[src/rtl/alu_reg_mem_sequencer.sv]
// Sequencer for the ALU / register file / data memory datapath.
// Optional feature macro: SEQ_MEM_WAIT_EN (memory store waits for mem_ack).
module alu_reg_mem_sequencer #(
    parameter int REG_AW = 4,
    parameter int MEM_AW = 8
) (
    input  logic              clk,
    input  logic              reset,
    input  logic              cmd_valid,
    output logic              cmd_ready,
    input  logic [3:0]        cmd_op,
    input  logic [REG_AW-1:0] cmd_ra,
    input  logic [REG_AW-1:0] cmd_rb,
    input  logic [REG_AW-1:0] cmd_rd,
    input  logic [MEM_AW-1:0] cmd_maddr,
    output logic [REG_AW-1:0] rf_ra_addr,
    output logic [REG_AW-1:0] rf_rb_addr,
    output logic              rf_we,
    output logic [REG_AW-1:0] rf_wa,
    output logic [2:0]        alu_op,
    output logic              alu_latch,
    output logic              mem_we,
    output logic [MEM_AW-1:0] mem_addr,
    input  logic              mem_ack,
    output logic              done,
    output logic [7:0]        op_count
);

    localparam logic [2:0] S_IDLE = 3'd0;
    localparam logic [2:0] S_READ = 3'd1;
    localparam logic [2:0] S_EXEC = 3'd2;
    localparam logic [2:0] S_WB   = 3'd3;
    localparam logic [2:0] S_MEM  = 3'd4;
    localparam logic [2:0] S_DONE = 3'd5;

    logic [2:0]        state;
    logic [2:0]        state_n;
    logic [3:0]        op_q;
    logic [REG_AW-1:0] ra_q;
    logic [REG_AW-1:0] rb_q;
    logic [REG_AW-1:0] rd_q;
    logic [MEM_AW-1:0] maddr_q;
    logic [7:0]        count_q;
    logic              accept;

    assign accept = (state == S_IDLE) && cmd_valid;

    always_comb begin
        state_n = state;
        unique case (state)
            S_IDLE: if (cmd_valid) state_n = S_READ;
            S_READ: state_n = S_EXEC;
            S_EXEC: state_n = S_WB;
            S_WB:   state_n = op_q[3] ? S_MEM : S_DONE;
`ifdef SEQ_MEM_WAIT_EN
            S_MEM:  if (mem_ack) state_n = S_DONE;
`else
            S_MEM:  state_n = S_DONE;
`endif
            S_DONE: state_n = S_IDLE;
            default: state_n = S_IDLE;
        endcase
    end

`ifndef SEQ_MEM_WAIT_EN
    logic unused_mem_ack;
    assign unused_mem_ack = mem_ack;
`endif

    always_ff @(posedge clk or negedge reset) begin
        if (!reset) begin
            state   <= S_IDLE;
            op_q    <= '0;
            ra_q    <= '0;
            rb_q    <= '0;
            rd_q    <= '0;
            maddr_q <= '0;
            count_q <= '0;
        end else begin
            state <= state_n;
            if (accept) begin
                op_q    <= cmd_op;
                ra_q    <= cmd_ra;
                rb_q    <= cmd_rb;
                rd_q    <= cmd_rd;
                maddr_q <= cmd_maddr;
            end
            if (state == S_DONE) count_q <= count_q + 8'd1;
        end
    end

    // Strobes decode the state register, so an async reset kills them at once.
    assign cmd_ready  = (state == S_IDLE);
    assign alu_latch  = (state == S_EXEC);
    assign rf_we      = (state == S_WB) && (rd_q != '0);
    assign mem_we     = (state == S_MEM);
    assign done       = (state == S_DONE);
    assign rf_ra_addr = ra_q;
    assign rf_rb_addr = rb_q;
    assign rf_wa      = rd_q;
    assign alu_op     = op_q[2:0];
    assign mem_addr   = maddr_q;
    assign op_count   = count_q;

endmodule

[config.mk]
export PLATFORM = sky130hd
export DESIGN_NAME = alu_reg_mem_sequencer
export DESIGN_NICKNAME = d
export VERILOG_FILES = /design/src/rtl/alu_reg_mem_sequencer.sv
export SDC_FILE = /design/constraint.sdc
export NUM_CORES = 1
export LEC_CHECK = 0
export CAP_MARGIN = 20
export CORE_ASPECT_RATIO = 0.75
export CORE_MARGIN = 2
export CORE_UTILIZATION = 30
export CTS_CLUSTER_DIAMETER = 120
export DETAILED_ROUTE_END_ITERATION = 6
export HOLD_SLACK_MARGIN = 0.05
export PLACE_DENSITY = 0.61
export SLEW_MARGIN = 20
export SYNTH_ARGS = -nofsm -noshare
export SYNTH_HDL_FRONTEND = slang
export SYNTH_SLANG_ARGS = --single-unit
[constraint.sdc]
create_clock -name clk -period 3 [get_ports clk]
set_clock_uncertainty 0.15 [all_clocks]
set_input_delay 0.6 -clock clk [delete_from_list [all_inputs] [get_ports clk]]
set_output_delay 0.6 -clock clk [all_outputs]
set_load 0.02 [all_outputs]
==> results.toml, run 1 <==
[run_status]
status = "completed"

[job]
maxCapViolations = 0

[power_and_ir_drop]
p_leak_nw = 0.9451
switching_power_mw = 0.8556
seqPwrFrac_pct = 35.8
power.density_nw_per_um2 = 1074
vdd_drop_max_mv = 0.4553
power.total_mw = 2.405
sw_frac_of_total_pct = 35.58
clock_power_share_pct = 13.9
p_int_mw = 1.549
comb_power_share_pct = 50.3

[global_routing]
global_route.usage.met3_pct = 3.995
grt_busiest_layer = "met2"
grt_use_total_pct = 12.05
grt_pass1_vias = 1056
antenna_found_initial = 0
gr-total-overflow = 0
grtUsageMet1_pct = 14.96
grt_pass1_wl_um = 5154
grt_max_degree = 36
grt_use_met2_pct = 18.89

[cells_and_area]
final_common_cell = "clkdlybuf4s50_1"
area_growth_pct = 43.69
nets = 188
drive_above_1_share_pct = 22.50
diodes = 0
most-common-layout-cells = "clkdlybuf4s50_1, dfrtp_1, mux2_4, xnor2_1"

[worst_setup_path]
cp.required_ps = 2250
cp_max_fo = 9
slowest_delay_ps = 670
startpoint_type = "flip-flop"
r2r_cells = 3
cp_slowest_cell = "clkdlybuf4s50_1"
reg2reg_slack_ps = 1180
r2r_start = "state[1]$_DFFE_PN0P_"
end_kind = "output pin"
r2r-end = "mem_addr[3]$_DFFE_PN0P_"
cp.buffers_inverters = 1
critPathTopFamily = "buffers and inverters"
crit_arrival_ps = 1910
worstPathCellList = "and3b_1 -> clkdlybuf4s50_1"
critical_path_class = "reg -> out"

[drt]
drt_pass1_iterations = 3
first_iter_violations = 32
viasPerCell = 4.532
post-route-drc-count = 0
via_count = 997
wirelength_um = 3160
routedWlPerCell_um = 14.36
drt.antenna.violating_nets = 0

[timing]
slew_headroom_pct = 48.52
maxSlewViolCount = 0
period_needed_ps = 2663
worst_slew_pin_slew_ps = 772.3
fmax_mhz = 375.5
fin_crit_sh_pct = 88.78
whs_ps = 238.3
rsz0062_at_grt = "no"
setup_tns_ps = 0
hold_viol = 0
setup_viol = 0

[clock_network]
cts_buffers = 5
clk_pin_slew_ps = 70
cts.sinks = 35
cts_max_level = 2
cts_setup_buffers = 0
cts_tree = "built"
cts.path.max_buffers = 2
cts_root_buffer = "clkbuf_8"
holdBufCountCts = 0
cts.repair.resized = 0
clk_latency_ps = 280

[synth]
ys_types = 25
yosysTopAreaCell = "dfrtp_1"
synth_area_leaders = "dfrtp_1, mux2_4, xnor2_1"
synth_edf_count = 0
synth-main-ff-cell = "dfrtp_1"
synth_nets = 128
syn_inst = 99
yosysWarnings = 0
netlist_area_um2 = 1558
ys_seq_elements = 35
netlist.area_leader.share_pct = 56.22
ys_seq_area_share_pct = 56.22
syn_avg_cell_area_um2 = 15.73
postSynth.asyncResetShare_pct = 100.0

[die]
dieArea_um2 = 5791
die_y_um = 66.41
die_w_um = 87.21
core-area_um2 = 4955
start_util_pct = 31.44
num_io_pins = 64
rows = 22

[placement]
io_buffer_count = 62
place_congestion = 0.7180
dpl.hpwl_um = 2212

[hold_path]
hp-class = "in -> async"
-- synth_stat cells, types with 2 or more instances --
cell type	instances
nor3b_1	2
nor2_1	3
buf_2	2
dfrtp_1	35
buf_4	3
nand4_1	4
buf_6	2
buf_12	2
mux2_4	20
mux2_2	5
xnor2_1	7
-- worst max path at each step --
stage / depth (start not counted) / endpoint / start
after detailed placement: 2 / done / state[1]$_DFFE_PN0P_
after global routing: 2 / done / state[0]$_DFFE_PN0P_
final: 2 / done / state[1]$_DFFE_PN0P_
after floorplan: 2 / mem_we / state[0]$_DFFE_PN0P_
after global placement: 2 / done / state[1]$_DFFE_PN0P_
after CTS: 2 / done / state[0]$_DFFE_PN0P_
-- through the flow --
stage / instance area (µm²) / util [%] / setup slack [ps] / cells
2_1_floorplan: 1558 / - / 1191 / 99
3_3_place_gp: 2153 / 43.46 / 676.9 / 212
6_report: 2238 / 45.18 / 336.6 / 220
3_5_place_dp: 2153 / 43.46 / 642.0 / 212
4_1_cts: 2238 / 45.18 / 318.7 / 220
5_1_grt: 2238 / 45.18 / 200.4 / 220
-- layout make-up --
cell class                      count  area, µm²
Multi-Input combinational cell     55      586.8
Sequential cell                    35      875.8
Tap cell                           60      75.07
Timing Repair Buffer               62      615.6
Fill cell                         454       2716
Clock buffer                        6      72.57
Clock inverter                      2      12.51
-- routing by layer --
metal	wire length, µm	share of wire (%)
met3	186	5.9
met2	1561	49
met5	0	0
met1	1391	44
met4	21	0.66
-- registers in the layout, indices dropped and copies added (netlist names) --
register and flops:
rf_rb_addr 4, rf_wa 4, state 3, op_q 4, mem_addr 8, op_count 8
rf_ra_addr 4
-- kinds of logic after synthesis --
family | after synthesis | synth area share [%]
AOI/OAI and AO/OA | 2 | 1.205
xor gates and xnor gates | 8 | 4.498
DFF | 35 | 56.22
buffers and inverters | 9 | 6.104
and+or+nand+nor | 19 | 8.274
adders and majority gates | 1 | 0.8031
muxes | 25 | 22.89
-- power by group through the flow --
stage,registers [mW],clock network [mW],logic (mW)
after floorplan,1.02,0,0.620
after global placement,0.855,0,1.21
after detailed placement,0.868,0,1.22
after CTS,0.863,0.350,1.23
after global routing,0.896,0.374,1.28
final,0.861,0.335,1.21
No activity file was read; power rests on OpenSTA's default activity.
==> run 2, diff against run 1 <==
PLACE_DENSITY = default   (was 0.61)
==> run 2 against run 1 <==
Critical endpoint unchanged. Largest power group unchanged. Sequential power up 2%. Largest cell class unchanged. Die area stayed put. Non-clock buffer count increased by 1. Fmax up 0.22%. Critical path type unchanged.
==> results.toml, run 2 (synthesis gave the netlist of run 1 again) <==
[cells_and_area]
final_area_um2 = 2247
drive_above_1_share_pct = 21.74
diodes = 0
area_growth_pct = 44.26
nets = 189
final_common_cell = "clkdlybuf4s50_1"
most-common-layout-cells = "clkdlybuf4s50_1, dfrtp_1, mux2_4, xnor2_1"

[drt]
first_iter_violations = 27
drt_pass1_iterations = 3
wirelength_um = 3207
via_count = 995
post-route-drc-count = 0
routedWlPerCell_um = 14.51
viasPerCell = 4.502
drt.antenna.violating_nets = 0

[clock_network]
holdBufCountCts = 0
clk_pin_slew_ps = 60
cts_root_buffer = "clkbuf_8"
cts.repair.resized = 0
cts_setup_buffers = 0
cts.path.max_buffers = 2
cts_tree = "built"
cts.sinks = 35
clk_latency_ps = 280
cts_max_level = 2
cts_buffers = 5

[timing]
period_needed_ps = 2658
hold_viol = 0
slew_headroom_pct = 69.99
worst_slew_pin_slew_ps = 450.2
maxSlewViolCount = 0
rsz0062_at_grt = "no"
setup_viol = 0
whs_ps = 316.7
fin_crit_sh_pct = 88.59
setup_tns_ps = 0
fmax_mhz = 376.3

[die]
start_util_pct = 31.44
die_w_um = 87.21
num_io_pins = 64
die_y_um = 66.41
core-area_um2 = 4955
dieArea_um2 = 5791
rows = 22

[global_routing]
grt_use_total_pct = 12.88
grt_max_degree = 36
gr-total-overflow = 0
grt_pass1_vias = 1119
grt_pass1_wl_um = 5644
antenna_found_initial = 0

[job]
maxCapViolations = 0

[power_and_ir_drop]
power.density_nw_per_um2 = 1073
p_leak_nw = 0.9509
vdd_drop_max_mv = 0.4874

[worst_setup_path]
cp_max_fo = 9
startpoint_type = "flip-flop"
crit_arrival_ps = 1910
critical_path_class = "reg -> out"
end_kind = "output pin"
cp.required_ps = 2250

[placement]
place_congestion = 0.7650
io_buffer_count = 62
dpl.hpwl_um = 2343
placedInstanceArea_um2 = 2166

[run_status]
status = "completed"

[hold_path]
hp-class = "reg -> reg"
-- run 2: final cells by class --
class,count,area [µm²]
Fill cell,460,2708
Timing Repair Buffer,63,628.1
Clock buffer,7,76.32
Multi-Input combinational cell,55,586.8
Tap cell,60,75.07
Clock inverter,1,5.005
Sequential cell,35,875.8
-- run 2: worst paths after layout --
check                      depth (start not counted)                     from                 endpoint  slack [ps]
setup reg to reg                                   3     state[1]$_DFFE_PN0P_  mem_addr[5]$_DFFE_PN0P_        1170
hold / removal                                     1  op_count[7]$_DFFE_PN0P_  op_count[7]$_DFFE_PN0P_         320
max in group asynchronous                          2                    reset  op_count[5]$_DFFE_PN0P_        1790
setup / recovery                                   2     state[1]$_DFFE_PN0P_                     done         340
hold reg to reg                                    1  op_count[7]$_DFFE_PN0P_  op_count[7]$_DFFE_PN0P_         320
min in group asynchronous                          2                    reset  mem_addr[3]$_DFFE_PN0P_         580
-- run 2: worst max-delay path, stage by stage, from the launching register on --
cell and delay, ps:
dfrtp_1 490, and3b_1 470, clkdlybuf4s50_1 670
-- run 2: routing by layer --
| metal | vias to the layer above | part of all wire, % | routed length (µm) | global-route usage, % |
|---|---|---|---|---|
| li1 | 460 | - | - | - |
| met1 | 499 | 44 | 1404 | 16.37 |
| met2 | 30 | 48 | 1552 | 19.85 |
| met3 | 6 | 6.8 | 219 | 5.493 |
| met4 | 0 | 0.97 | 31 | 4.038 |
| met5 | - | 0 | 0 | 0 |
-- run 2: where the power goes --
group          total, mW  internal [mW]  switching [mW]
logic               1.21          0.706           0.509
clock network      0.320          0.163           0.157
registers          0.876          0.684           0.192
-- run 2: per-stage QoR --
step | utilization (%) | power (mW) | setup slack (ps) | std cells
4_1_cts | 45.35 | 2.442 | 339.6 | 221
5_1_grt | 45.35 | 2.567 | 232.9 | 221
2_1_floorplan | - | 1.637 | 1191 | 99
3_3_place_gp | 43.71 | 2.074 | 670.4 | 213
6_report | 45.35 | 2.411 | 342.3 | 221
3_5_place_dp | 43.71 | 2.104 | 647.2 | 213
